<file path="src/rtl/bp_fe_cmd_pkg.sv">
`default_nettype none
// ---------------------------------------------------------------------------
// bp_fe_cmd_pkg: front-end command layout, opcodes and sequencer states.
// Revision: 1.0
// ---------------------------------------------------------------------------
package bp_fe_cmd_pkg;

   localparam int opcode_width_gp   = 3;
   localparam int vaddr_width_gp    = 39;
   localparam int operands_width_gp = 72;
   localparam int vtag_width_gp     = 27;

   typedef enum logic [2:0] {
      e_op_pc_redirect  = 3'd0,
      e_op_state_reset  = 3'd1,
      e_op_itlb_fill    = 3'd2,
      e_op_icache_fence = 3'd3
   } bp_fe_cmd_op_e;

   // Opcode kept as raw bits so undefined encodings survive the cast.
   typedef struct packed {
      logic [operands_width_gp-1:0] operands;
      logic [vaddr_width_gp-1:0]    vaddr;
      logic [opcode_width_gp-1:0]   opcode;
   } bp_fe_cmd_s;

   typedef enum logic [1:0] {
      e_idle  = 2'd0,
      e_flush = 2'd1,
      e_fence = 2'd2
   } bp_fe_state_e;

   function automatic logic [vtag_width_gp-1:0] vtag_of(input logic [vaddr_width_gp-1:0] vaddr);
      return vaddr[vaddr_width_gp-1:12];
   endfunction

endpackage
`default_nettype wire

</file>
<file path="src/rtl/bsg_counter_clear_up.sv">
`default_nettype none
// ---------------------------------------------------------------------------
// bsg_counter_clear_up: wrapping up-counter with synchronous clear.
// Revision: 1.0
// ---------------------------------------------------------------------------
module bsg_counter_clear_up #(
   parameter int width_p = 16
) (
   input  logic               clk_i,
   input  logic               reset_n_i,
   input  logic               clear_i,
   input  logic               up_i,
   output logic [width_p-1:0] count_o
);

   always_ff @(posedge clk_i or negedge reset_n_i) begin
      if (!reset_n_i) begin
         count_o <= '0;
      end else if (clear_i) begin
         count_o <= '0;
      end else if (up_i) begin
         count_o <= count_o + width_p'(1);
      end
   end

endmodule
`default_nettype wire

</file>
<file path="src/rtl/bp_fe_cmd_sequencer.sv">
`default_nettype none
// ---------------------------------------------------------------------------
// bp_fe_cmd_sequencer: pops fe_cmds and sequences redirects, ITLB fills, fences.
// Revision: 1.0
// ---------------------------------------------------------------------------
module bp_fe_cmd_sequencer
   import bp_fe_cmd_pkg::*;
#(
   parameter int flush_cycles_p = 2,
   parameter int vaddr_width_p  = 39
) (
   input  logic                         clk_i,
   input  logic                         reset_n_i,
   input  logic [113:0]                 fe_cmd_i,
   input  logic                         fe_cmd_v_i,
   output logic                         fe_cmd_yumi_o,
   output logic                         redirect_v_o,
   output logic [vaddr_width_p-1:0]     redirect_pc_o,
   output logic                         itlb_flush_o,
   output logic                         itlb_w_v_o,
   output logic [vtag_width_gp-1:0]     itlb_w_vtag_o,
   output logic [operands_width_gp-1:0] itlb_w_entry_o,
   output logic                         fence_req_o,
   input  logic                         fence_done_i,
   output logic                         fetch_stall_o,
   output logic                         illegal_cmd_o,
   output logic [15:0]                  cmd_count_o
);

   localparam int flush_cnt_width_lp = (flush_cycles_p > 1) ? $clog2(flush_cycles_p) : 1;
   localparam logic [flush_cnt_width_lp-1:0] flush_init_lp = flush_cnt_width_lp'(flush_cycles_p - 1);

   bp_fe_cmd_s                   cmd;
   bp_fe_state_e                 state_q;
   logic [flush_cnt_width_lp-1:0] flush_cnt_q;
   logic                         redirect_v_q;
   logic [vaddr_width_p-1:0]     redirect_pc_q;
   logic                         itlb_flush_q;
   logic                         itlb_w_v_q;
   logic [vtag_width_gp-1:0]     itlb_w_vtag_q;
   logic [operands_width_gp-1:0] itlb_w_entry_q;
   logic                         fence_req_q;
   logic                         fetch_stall_q;
   logic                         illegal_q;

   assign cmd = fe_cmd_i;

   // Reset gates the pop so nothing leaves the queue while reset is held.
   assign fe_cmd_yumi_o = reset_n_i & fe_cmd_v_i & (state_q == e_idle);

   always_ff @(posedge clk_i or negedge reset_n_i) begin
      if (!reset_n_i) begin
         state_q        <= e_idle;
         flush_cnt_q    <= '0;
         redirect_v_q   <= 1'b0;
         redirect_pc_q  <= '0;
         itlb_flush_q   <= 1'b0;
         itlb_w_v_q     <= 1'b0;
         itlb_w_vtag_q  <= '0;
         itlb_w_entry_q <= '0;
         fence_req_q    <= 1'b0;
         fetch_stall_q  <= 1'b0;
         illegal_q      <= 1'b0;
      end else begin
         redirect_v_q <= 1'b0;
         itlb_flush_q <= 1'b0;
         itlb_w_v_q   <= 1'b0;
         illegal_q    <= 1'b0;
         unique case (state_q)
            e_idle: begin
               if (fe_cmd_yumi_o) begin
                  case (cmd.opcode)
                     e_op_pc_redirect, e_op_state_reset: begin
                        redirect_v_q  <= 1'b1;
                        redirect_pc_q <= cmd.vaddr[vaddr_width_p-1:0];
                        itlb_flush_q  <= (cmd.opcode == e_op_state_reset);
                        flush_cnt_q   <= flush_init_lp;
                        fetch_stall_q <= 1'b1;
                        state_q       <= e_flush;
                     end
                     e_op_itlb_fill: begin
                        itlb_w_v_q     <= 1'b1;
                        itlb_w_vtag_q  <= vtag_of(cmd.vaddr);
                        itlb_w_entry_q <= cmd.operands;
                     end
                     e_op_icache_fence: begin
                        fence_req_q   <= 1'b1;
                        fetch_stall_q <= 1'b1;
                        state_q       <= e_fence;
                     end
                     default: illegal_q <= 1'b1;
                  endcase
               end
            end
            e_flush: begin
               if (flush_cnt_q == '0) begin
                  fetch_stall_q <= 1'b0;
                  state_q       <= e_idle;
               end else begin
                  flush_cnt_q <= flush_cnt_q - flush_cnt_width_lp'(1);
               end
            end
            e_fence: begin
               if (fence_done_i) begin
                  fence_req_q   <= 1'b0;
                  fetch_stall_q <= 1'b0;
                  state_q       <= e_idle;
               end
            end
            default: begin
               fence_req_q   <= 1'b0;
               fetch_stall_q <= 1'b0;
               state_q       <= e_idle;
            end
         endcase
      end
   end

   bsg_counter_clear_up #(
      .width_p (16)
   ) u_cmd_count (
      .clk_i     (clk_i),
      .reset_n_i (reset_n_i),
      .clear_i   (1'b0),
      .up_i      (fe_cmd_yumi_o),
      .count_o   (cmd_count_o)
   );

   assign redirect_v_o   = redirect_v_q;
   assign redirect_pc_o  = redirect_pc_q;
   assign itlb_flush_o   = itlb_flush_q;
   assign itlb_w_v_o     = itlb_w_v_q;
   assign itlb_w_vtag_o  = itlb_w_vtag_q;
   assign itlb_w_entry_o = itlb_w_entry_q;
   assign fence_req_o    = fence_req_q;
   assign fetch_stall_o  = fetch_stall_q;
   assign illegal_cmd_o  = illegal_q;

endmodule
`default_nettype wire

</file>
<file path="config.mk">
export PLATFORM = sky130hd
export DESIGN_NAME = bp_fe_cmd_sequencer
export DESIGN_NICKNAME = d
export VERILOG_FILES = /design/src/rtl/bp_fe_cmd_pkg.sv /design/src/rtl/bsg_counter_clear_up.sv /design/src/rtl/bp_fe_cmd_sequencer.sv
export SDC_FILE = /design/constraint.sdc
export NUM_CORES = 1
export LEC_CHECK = 0
export CORE_UTILIZATION = 30
export DETAILED_ROUTE_END_ITERATION = 10
export HOLD_SLACK_MARGIN = 0.05
export PLACE_DENSITY_LB_ADDON = 0.08
export SYNTH_ARGS = -nofsm -noshare
export SYNTH_HDL_FRONTEND = slang
export SYNTH_SLANG_ARGS = --single-unit
</file>
<file path="constraint.sdc">
create_clock -name clk_i -period 1.9 [get_ports clk_i]
set_input_delay 0.285 -clock clk_i [delete_from_list [all_inputs] [get_ports clk_i]]
set_output_delay 0.285 -clock clk_i [all_outputs]
set_load 0.005 [all_outputs]
</file>
==> impl_metrics.yaml <==
cts:
  cts.path.max_buffers: 2
  cts-root-buf: "clkbuf_16"
  cts.sinks: 163
  htreeDepth: 4
  clkSlewWorstSetupHoldPaths_ns: 0.06
  numCtsBuffers: 17
  tritoncts: "done"
  clk_latency_ns: 0.42
critical_path:
  reg2reg_depth: 6
  path_class: "in -> reg"
  critPathSlowestCell: "or4_2"
  critPathBufInv: 3
  cp-start-kind: "input port"
  end_kind: "register"
  r2r_slack_ns: 0.11
  critical_path_depth: 7
  cp_common_cell: "buf_6"
  path_cells: "buf_6 -> dlygate4sd3_1 -> buf_6 -> nand2_1 -> or4_2 -> a211oi_1 -> nand2b_1"
  cp_slowest_stage_delay_ns: 0.63
  crit_family: "buffers and inverters"
  r2r-end: "itlb_w_entry_o[2]"
  cp_max_fo: 5
  required_ns: 2.26
  arrival_ns: 2.15
  timing.rr.start: "state_q[1]"
global_route:
  grt_pass1_vias: 4421
  grt_pass1_wl_um: 25500
  grt_max_degree: 156
  antenna_found_initial: 1
  track_usage_pct: 14.8
  gr-total-overflow: 0
detailed_routing:
  first_iter_violations: 142
  viasPerCell: 4.38
  routedWlPerCell_um: 18.1
  antenna_left: 0
  drc: 0
  dr.pass1.iters: 4
  vias: 4356
  wl_um: 18000
cells_and_area:
  final_nets: 819
  syn2layout_area_growth_pct: 59.4
  fillers: 1883
  fin_area_um2: 10700
  layout-drive-gt1-share_pct: 29.6
  instances_no_fill: 994
yosys:
  synthCells: 386
  syn-num-nets: 505
  yosysTopAreaCell: "dfrtp_1"
  yosys-top-cells-area: "dfrtp_1, mux2_4, mux2_2"
  synth_cell_types: 35
  ys_seq_area_share_pct: 60.7
  netlist_area_um2: 6720
  postSynthAreaPerCell_um2: 17.4
  synth_seq_cells: 163
  yosysWarnings: 0
  yosysTopAreaCellShare_pct: 60.7
timing:
  hold_viol: 0
  clock-skew-final_ns: 0.0111
  worst_slew_pin_slew_ns: 0.906
  rsz0062_at_grt: "no"
  setup_violations: 0
  fin_setup_tns_ns: 0
  whs_ns: 0.0196
  clock.fmax_mhz: 557
  slew_headroom_pct: 39.6
  layout_min_cycle_time_ns: 1.80
  slew_violations: 0
  finalCritPeriodShare_pct: 94.5
die:
  rows: 54
  ios: 279
  die_h_um: 152
  dieArea_um2: 23000
  initial_utilization_pct: 30.7
  die_w_um: 152
  core_um2: 21900
worst_hold_path:
  hp-class: "in -> async"
status:
  status: "completed"
place:
  dp.cells: 944
  io_buffers: 278
  place_congestion: 0.769
  place_hpwl_um: 11700
  placed_area_um2: 9800
power_and_ir_drop:
  power_leakage_uw: 0.00461
  ir_worst_vdd_mv: 0.548
  powerDensity_nw_per_um2: 1080
  total_power_uw: 11600
job:
  cap_violations: 0
==> cell type report <==
| cell class | instances | area, um2 | share of cell area (%) |
|---|---|---|---|
| Antenna cell | 1 | 2.50 | 0.0234 |
| Tap cell | 280 | 350 | 3.27 |
| Inverter | 3 | 13.8 | 0.128 |
| Clock buffer | 20 | 457 | 4.26 |
| Timing Repair Buffer | 311 | 3270 | 30.5 |
| Multi-Input combinational cell | 204 | 2400 | 22.4 |
| Sequential cell | 163 | 4080 | 38.1 |
| Clock inverter | 12 | 148 | 1.38 |
==> logic make-up after synthesis <==
logic type	after synthesis	synth area share, %
AO/OA/AOI/OAI	7	0.782
buffers and inverters	19	3.91
multiplexers	138	28.6
flip-flops	163	60.7
adder cells (fa/ha/maj)	1	0.186
XOR/XNOR	15	1.95
AND/OR/NAND/NOR	43	3.87
==> cells in the final DEF (no fill, tap or decap), types with 2 or more instances in the layout <==
cell / instances
xor2_1: 4
nand4_1: 4
buf_6: 5
bufinv_16: 2
clkinv_4: 2
nor3_1: 4
nand3_1: 3
clkbuf_16: 23
and3_1: 3
nor2_1: 4
nand2_1: 11
a32o_1: 2
clkdlybuf4s50_1: 276
nand2b_1: 2
buf_4: 14
mux2_2: 39
clkinvlp_4: 4
buf_16: 2
dfrtp_1: 163
clkbuf_8: 2
buf_12: 6
inv_8: 2
and2_1: 2
inv_6: 2
inv_1: 2
xnor2_1: 11
mux2_4: 99
==> worst max-delay path by stage <==
stage                    start                 end  slack [ns]
detailed placement  fe_cmd_v_i   redirect_pc_o[10]       -0.21
finish               reset_n_i       fetch_stall_o        0.10
global route        state_q[1]  itlb_w_entry_o[12]        0.03
global placement    fe_cmd_v_i    redirect_pc_o[3]       -0.19
CTS                 state_q[1]  itlb_w_entry_o[17]        0.02
floorplan           state_q[0]   itlb_w_entry_o[0]        0.19
==> registers in the layout (all words and copies together) (netlist names) <==
register	flops
u_cmd_count.count_o	16
illegal_cmd_o	1
flush_cnt_q	1
itlb_w_entry_o	72
fence_req_o	1
redirect_v_o	1
itlb_flush_o	1
fetch_stall_o	1
state_q	2
itlb_w_vtag_o	27
redirect_pc_o	39
itlb_w_v_o	1
==> power by group <==
group	internal (uW)	leakage [uW]	total (uW)	switching, uW
logic	2420	0.00230	3300	877
clock network	2040	0.000283	3540	1510
registers	4260	0.00202	4740	480
total	8730	0.00461	11600	2860
==> stage by stage <==
step                setup WS (ns)  utilization, %
finish                      0.104            49.0
global route               0.0267            48.9
CTS                        0.0159            47.7
detailed placement         -0.209            44.8
global placement           -0.187            44.8
floorplan                   0.193               -
==> cells in the mapped netlist <==
cell	n
a211oi_1	1
dfrtp_1	163
nand3_1	3
inv_1	2
and2_4	1
nand2_1	11
a31o_2	1
mux2_4	99
buf_2	4
and2b_2	1
xnor2_1	11
o21ai_0	1
nand4_2	1
buf_6	1
a31oi_1	1
nor3_4	1
and2_1	2
mux2_2	39
nor2_1	4
buf_12	11
nand2b_1	2
a32o_1	2
nor3b_1	1
ha_1	1
nand4bb_1	1
or4_2	1
and4_1	1
a21oi_1	1
nand4_1	4
nor3_1	4
nor4_1	1
and3_1	3
nor2_4	1
inv_2	1
xor2_1	4
==> layer usage <==
layer	vias up	wire length (um)	share of wire, %	GRT usage, %
met1	2193	7750	43	18.6
met5	-	0	0	0
met2	158	8520	47	23.3
li1	1991	-	-	-
met3	14	1540	8.5	5.75
met4	0	204	1.1	4.41
==> timing repair <==
action / CTS / global route
hold buffers: 1 / 0
buffers inserted: 2 / 8
gates cloned: 0 / 8
endpoints found under the setup margin: 1 / 66
hold endpoints to repair: 8 / 0
pin swaps: 1 / 1
resized for setup: 3 / 4
Power figures use the tool's default switching activity.
